### config.mk
export PLATFORM = sky130hd
export DESIGN_NAME = apb_master
export DESIGN_NICKNAME = d
export VERILOG_FILES = /design/src/rtl/apb_master.sv
export SDC_FILE = /design/constraint.sdc
export NUM_CORES = 1
export LEC_CHECK = 0
export BUFFER_PORTS_ARGS = -buffer_cell sky130_fd_sc_hd__buf_2
export CAP_MARGIN = 5
export CORE_MARGIN = 10
export CORE_UTILIZATION = 40
export DETAILED_ROUTE_END_ITERATION = 8
export HOLD_SLACK_MARGIN = 0.15
export PLACE_DENSITY = 0.72
export SLEW_MARGIN = 20
export SYNTH_ARGS = -nofsm -noshare
export SYNTH_HDL_FRONTEND = slang
export SYNTH_SLANG_ARGS = --single-unit
### constraint.sdc
create_clock -name PCLK -period 2.2 [get_ports PCLK]
set_input_delay 0.44 -clock PCLK [delete_from_list [all_inputs] [get_ports PCLK]]
set_output_delay 0.44 -clock PCLK [all_outputs]
set_load 0.01 [all_outputs]
### src/rtl/apb_master.sv
// rtl/apb_master.sv - single-outstanding APB master bridging a valid/ready request port to APB.
// Optional ACCESS-phase timeout abort is compiled in with `define APB_MASTER_TIMEOUT_EN.
module apb_master #(
  parameter int TIMEOUT_CYC = 16
) (
  input  logic       PCLK,
  input  logic       PRST,
  input  logic       req_valid,
  output logic       req_ready,
  input  logic       req_write,
  input  logic [7:0] req_addr,
  input  logic [7:0] req_wdata,
  output logic       rsp_valid,
  output logic [7:0] rsp_rdata,
  output logic       rsp_err,
  output logic       PSEL,
  output logic       PENABLE,
  output logic       PWRITE,
  output logic [7:0] PADDR,
  output logic [7:0] PWDATA,
  input  logic [7:0] PRDATA,
  input  logic       PREADY,
  output logic       busy
);

  typedef enum logic [1:0] {
    IDLE   = 2'd0,
    SETUP  = 2'd1,
    ACCESS = 2'd2
  } state_t;

  localparam logic [7:0] TO_LAST = 8'(TIMEOUT_CYC - 1);

  state_t state, state_nxt;
  logic   load;
  logic   done;
  logic   timeout;

  assign PSEL    = (state != IDLE);
  assign PENABLE = (state == ACCESS);
  assign busy    = (state != IDLE);

  always_ff @(posedge PCLK or posedge PRST) begin
    if (PRST) begin
      state <= IDLE;
    end else begin
      state <= state_nxt;
    end
  end

  // ACCESS exit doubles as an acceptance slot so back-to-back transfers skip IDLE.
  always_comb begin
    state_nxt = state;
    req_ready = 1'b0;
    load      = 1'b0;
    done      = 1'b0;
    case (state)
      IDLE: begin
        req_ready = 1'b1;
        if (req_valid) begin
          load      = 1'b1;
          state_nxt = SETUP;
        end
      end
      SETUP: begin
        state_nxt = ACCESS;
      end
      ACCESS: begin
        if (PREADY || timeout) begin
          done      = 1'b1;
          req_ready = 1'b1;
          if (req_valid) begin
            load      = 1'b1;
            state_nxt = SETUP;
          end else begin
            state_nxt = IDLE;
          end
        end
      end
      default: begin
        state_nxt = IDLE;
      end
    endcase
  end

  always_ff @(posedge PCLK or posedge PRST) begin
    if (PRST) begin
      PWRITE <= 1'b0;
      PADDR  <= 8'h00;
      PWDATA <= 8'h00;
    end else if (load) begin
      PWRITE <= req_write;
      PADDR  <= req_addr;
      PWDATA <= req_wdata;
    end
  end

  // PWRITE still describes the finishing transfer here even if a new request loads on this edge.
  always_ff @(posedge PCLK or posedge PRST) begin
    if (PRST) begin
      rsp_valid <= 1'b0;
      rsp_rdata <= 8'h00;
    end else begin
      rsp_valid <= done;
      if (done && PREADY && !PWRITE) begin
        rsp_rdata <= PRDATA;
      end
    end
  end

`ifdef APB_MASTER_TIMEOUT_EN
  logic [7:0] to_cnt;

  // PREADY wins over the limit, so a completion on the last allowed cycle is a success.
  assign timeout = (state == ACCESS) && !PREADY && (to_cnt == TO_LAST);

  always_ff @(posedge PCLK or posedge PRST) begin
    if (PRST) begin
      to_cnt <= 8'h00;
    end else if (state == SETUP) begin
      to_cnt <= 8'h00;
    end else if ((state == ACCESS) && !PREADY) begin
      to_cnt <= to_cnt + 8'd1;
    end
  end

  always_ff @(posedge PCLK or posedge PRST) begin
    if (PRST) begin
      rsp_err <= 1'b0;
    end else begin
      rsp_err <= timeout;
    end
  end
`else
  logic unused_timeout;

  assign timeout        = 1'b0;
  assign rsp_err        = 1'b0;
  assign unused_timeout = ^TO_LAST;
`endif

endmodule

# After elaboration in Yosys (flattened, before gate mapping)
# Cells that the tools add are included.
[classes] eq_ne=4 mux=10 n_reduce_logical=6
[op_table] operator="2-bit case mux with 3 select lines" n=1
[op_table] operator="1-bit 2-to-1 mux" n=5
[op_table] operator="2-bit 2-to-1 mux" n=2
[op_table] operator="1-bit case mux with 2 select lines" n=2
[op_table] operator="2-bit by 1-bit equality test with 1-bit output (second input constant)" n=1
[op_table] operator="2-bit equality test (second input constant)" n=1
[op_table] operator="1-bit logical AND" n=2
[op_table] operator="2-bit logical NOT" n=1
[op_table] operator="2-bit by 1-bit inequality test with 1-bit output (second input constant)" n=1
[op_table] operator="2-bit inequality test (second input constant)" n=1
[op_table] operator="2-bit AND reduction" n=1
[op_table] operator="2-bit nonzero test" n=1
[op_table] operator="1-bit logical NOT" n=1
[word_totals] word_cells=26 input_bits=29 out_inout_bits=31 ff_bits=28

# Depth between registers and ports, before layout
[logic_depth] depth_word=4 ltp_mapped=5 depth_no_buf=3

# Worst setup path after synthesis
# OpenSTA, ideal clock, no wires.
[synth_path] path_kind="register to register" startpoint="reg state[1]" endpoint="reg PADDR[6]" required_time_ps=2075 setup_time_ps=125 path_stages_with_launch=6 path_slack_ps=809 synth_period_minus_slack_ps=1391 n_path_buf=2 arrival_ps=1266 path_cell_list="dfrtp_1 > nor2b_4 > nor3b_2 > buf_6 > buf_6 > mux2_2"
[synth_via] elab_chain_len=2 elab_cells_between_ends=3 cone_classes="eq/ne: 1; mux: 1; reduce/logical: 1"
[synth_rtl] element="from (decl)" line_no="34" text="state_t state, state_nxt;"
[synth_rtl] element="from (signal assigned)" line_no="47" text="state <= state_nxt;"
[synth_rtl] element="2-bit equality test or 2-bit logical NOT (tied branches)" line_no="57" text="case (state)"
[synth_rtl] element="1-bit case mux with 2 select lines (*)" line_no="57"
[synth_rtl] element="to (signal assigned)" line_no="93" text="PADDR <= req_addr;"
[synth_rtl] element="to (decl)" line_no="19" text="output logic [7:0] PADDR,"
# Mark *: on every way between the ends. The rest lies on a longest branch, timed or not.
# A chain may end at the register's enable or synchronous reset.

# Final worst setup path
[layout_path] startpoint="reg state[0]" endpoint="out PSEL"
[layout_via] elab_chain_len=1
[layout_rtl] element="2-bit nonzero test" line_no="39" text="assign PSEL = (state != IDLE);"
[layout_rtl] element="to (decl)" line_no="16" text="output logic PSEL,"
# No other way between the ends.

==> flow_summary.json <==
{
  "period_needed_ns": 1.68,
  "grt_pass1_wl_um": 4010,
  "peakVddDrop_mv": 0.702,
  "holdBufCountCts": 1,
  "critPathSlowestCell": "dfrtp_1",
  "die_h_um": 73.5,
  "stdcell_area_um2": 1500,
  "hold_path.class": "input pin to flip-flop",
  "drt_iter0_drc": 17,
  "grt.overflow.total": 0,
  "syn_area_um2": 1150,
  "cts_tree": "yes",
  "worstSetupPathType": "flip-flop to output port",
  "top_usage_layer": "met2",
  "clk_pin_slew_worst_paths_ns": 0.14,
  "cts_sinks": 28,
  "cts.path.max_buffers": 2,
  "cap_viol_max_count": 0,
  "ctsRootBufferMaster": "clkbuf_4",
  "use_met2_pct": 15.7,
  "grt_max_degree": 29,
  "timing.final.crit_share_pct": 76.3,
  "dr.pass1.iters": 2,
  "hold_viol": 0,
  "cp-start-kind": "flip-flop",
  "whs_path_depth": 2,
  "synth_cells": 69,
  "r2r_cells": 3,
  "grtUsageMet1_pct": 9.50,
  "vias_per_cell": 4.70,
  "drive_gt1_share_pct": 72.9,
  "cts-htree-levels": 1,
  "tns_ns": 0,
  "num-fill-cells": 250,
  "dp_hpwl_um": 2090,
  "post_cts_buffers": 0,
  "wl_per_cell_um": 15.9,
  "cts_resized": 0,
  "std_cell_rows": 19,
  "io_buffer_count": 58,
  "cp_cell_sequence": "or2_2 -> buf_2",
  "skew_ns": 0.00231,
  "nets": 159,
  "seq_area_frac_synth_pct": 61.1,
  "worstSkewPairLatency_ns": 0.31,
  "ys_warn_count": 0,
  "grt_pass1_vias": 893,
  "avgSynthCellArea_um2": 16.6,
  "vias": 752,
  "fp.coreArea_um2": 2760,
  "num_io_pins": 60,
  "power_density_nw_per_um2": 1150,
  "crit_path_max_incr_delay_ns": 0.47,
  "area_growth_pct": 31.2,
  "dpl-instance-area_um2": 1440,
  "worstSetupEndpointType": "output port",
  "rsz0062_at_grt": "false",
  "drc_errors": 0,
  "routed_wl_um": 2550,
  "final_antenna_net_count": 0,
  "die_w_um": 73.5,
  "worst-path-max-fanout": 6,
  "cp_data_required_time_ns": 1.76,
  "fmax_mhz": 595,
  "ys_ff_latch": 28,
  "p_leak_nw": 0.770,
  "crit_arrival_ns": 1.24,
  "grtUsageMet3_pct": 5.79,
  "start_util_pct": 41.6,
  "cts_buffers": 3,
  "dieArea_um2": 5410,
  "finalSetupViolCount": 0,
  "antenna_found_initial": 0,
  "slew_violations": 0,
  "gp_congestion": 0.660,
  "track_usage_pct": 9.44,
  "n_antenna_cell": 0,
  "outcome": "finished, final reports clean",
  "netlist-cell-type-count": 12,
  "synth_fp_nets": 98
}
-- sequential cells by signal (all words and copies together), names as in the netlist --
| register | count |
|---|---|
| PADDR | 8 |
| PWDATA | 8 |
| rsp_rdata | 8 |
| state | 2 |
| PWRITE | 1 |
| rsp_valid | 1 |
-- metal layers --
| layer | share of wire [%] | up-vias |
|---|---|---|
| met5 | 0 | - |
| met4 | 0.75 | 0 |
| met3 | 13 | 2 |
| met2 | 48 | 35 |
| met1 | 38 | 366 |
| li1 | - | 349 |
-- layout by cell type, fill, tap and decap left out --
cell type      count
dfrtp_1           28
inv_1              2
nor2b_4            2
and3b_1            1
mux2_2            18
or2_2              1
mux2_4             8
buf_4              2
clkbuf_4           3
buf_2             58
bufinv_16          1
dlygate4sd3_1      1
nor3b_2            1
nor2_1             2
conb_1             1
-- layout make-up --
| class | instances | area, um^2 | share of cell area [%] |
|---|---|---|---|
| flip-flops and latches | 28 | 701 | 46.6 |
| repair buffers | 61 | 315 | 21.0 |
| clock inverters | 1 | 30.0 | 2.00 |
| multi-input cells | 34 | 389 | 25.9 |
| well taps | 31 | 38.8 | 2.58 |
| clock buffers | 3 | 22.5 | 1.50 |
| inverters | 2 | 7.51 | 0.499 |
-- worst max-delay path, delay by kind of cell (launching register included) --
family	cells	cell delay [ns]
flops	1	0.47
simple gates	1	0.32
buf+inv	1	0.14
-- worst paths after layout --
path / start / slack, ns / endpoint
setup / recovery: state[0]$_DFFE_PP0P_ / 0.52 / PSEL
hold / removal: PRDATA[7] / 0.34 / rsp_rdata[7]$_DFFE_PP0P_
setup reg to reg: state[0]$_DFFE_PP0P_ / 0.70 / rsp_rdata[0]$_DFFE_PP0P_
hold reg to reg: PADDR[4]$_DFFE_PP0P_ / 0.52 / PADDR[4]$_DFFE_PP0P_
max in group asynchronous: PRST / 1.25 / PADDR[1]$_DFFE_PP0P_
min in group asynchronous: PRST / 0.70 / rsp_rdata[5]$_DFFE_PP0P_
-- per-stage QoR --
stage	cells	util, %	hold slack [ns]	setup slack, ns	total power [mW]
3_5_place_dp	155	52.3	0.491	0.636	1.43
3_3_place_gp	155	52.3	0.483	0.652	1.40
5_1_grt	160	54.5	0.314	0.448	1.84
6_report	160	54.5	0.340	0.521	1.73
2_1_floorplan	69	-	0.505	0.809	1.17
4_1_cts	160	54.5	0.325	0.504	1.76
-- cells in the mapped netlist --
cell / n / area, um^2
and3b_1: 1 / 8.76
nor2_1: 2 / 7.51
or2_2: 1 / 6.26
nor3b_2: 1 / 12.5
inv_1: 2 / 7.51
mux2_2: 18 / 203
buf_6: 3 / 33.8
mux2_4: 8 / 120
buf_4: 2 / 15.0
nor2b_4: 2 / 27.5
conb_1: 1 / 3.75
dfrtp_1: 28 / 701
-- report_power, final --
group,internal [mW],leakage [nW],total [mW],switching [mW]
Sequential,0.686,0.333,0.779,0.0929
Combinational,0.348,0.409,0.620,0.271
Clock,0.184,0.0279,0.327,0.143
-- logic make-up (layout without fill, tap and decap cells) --
family / count (synthesis) / in the layout / share of synthesized area (%)
flip-flops: 28 / 28 / 61.1
buffers and inverters: 7 / 67 / 4.91
multiplexers: 26 / 26 / 28.2
AND/OR/NAND/NOR: 7 / 7 / 5.46
other: 1 / 1 / 0.327
Power figures use the tool's default switching activity.
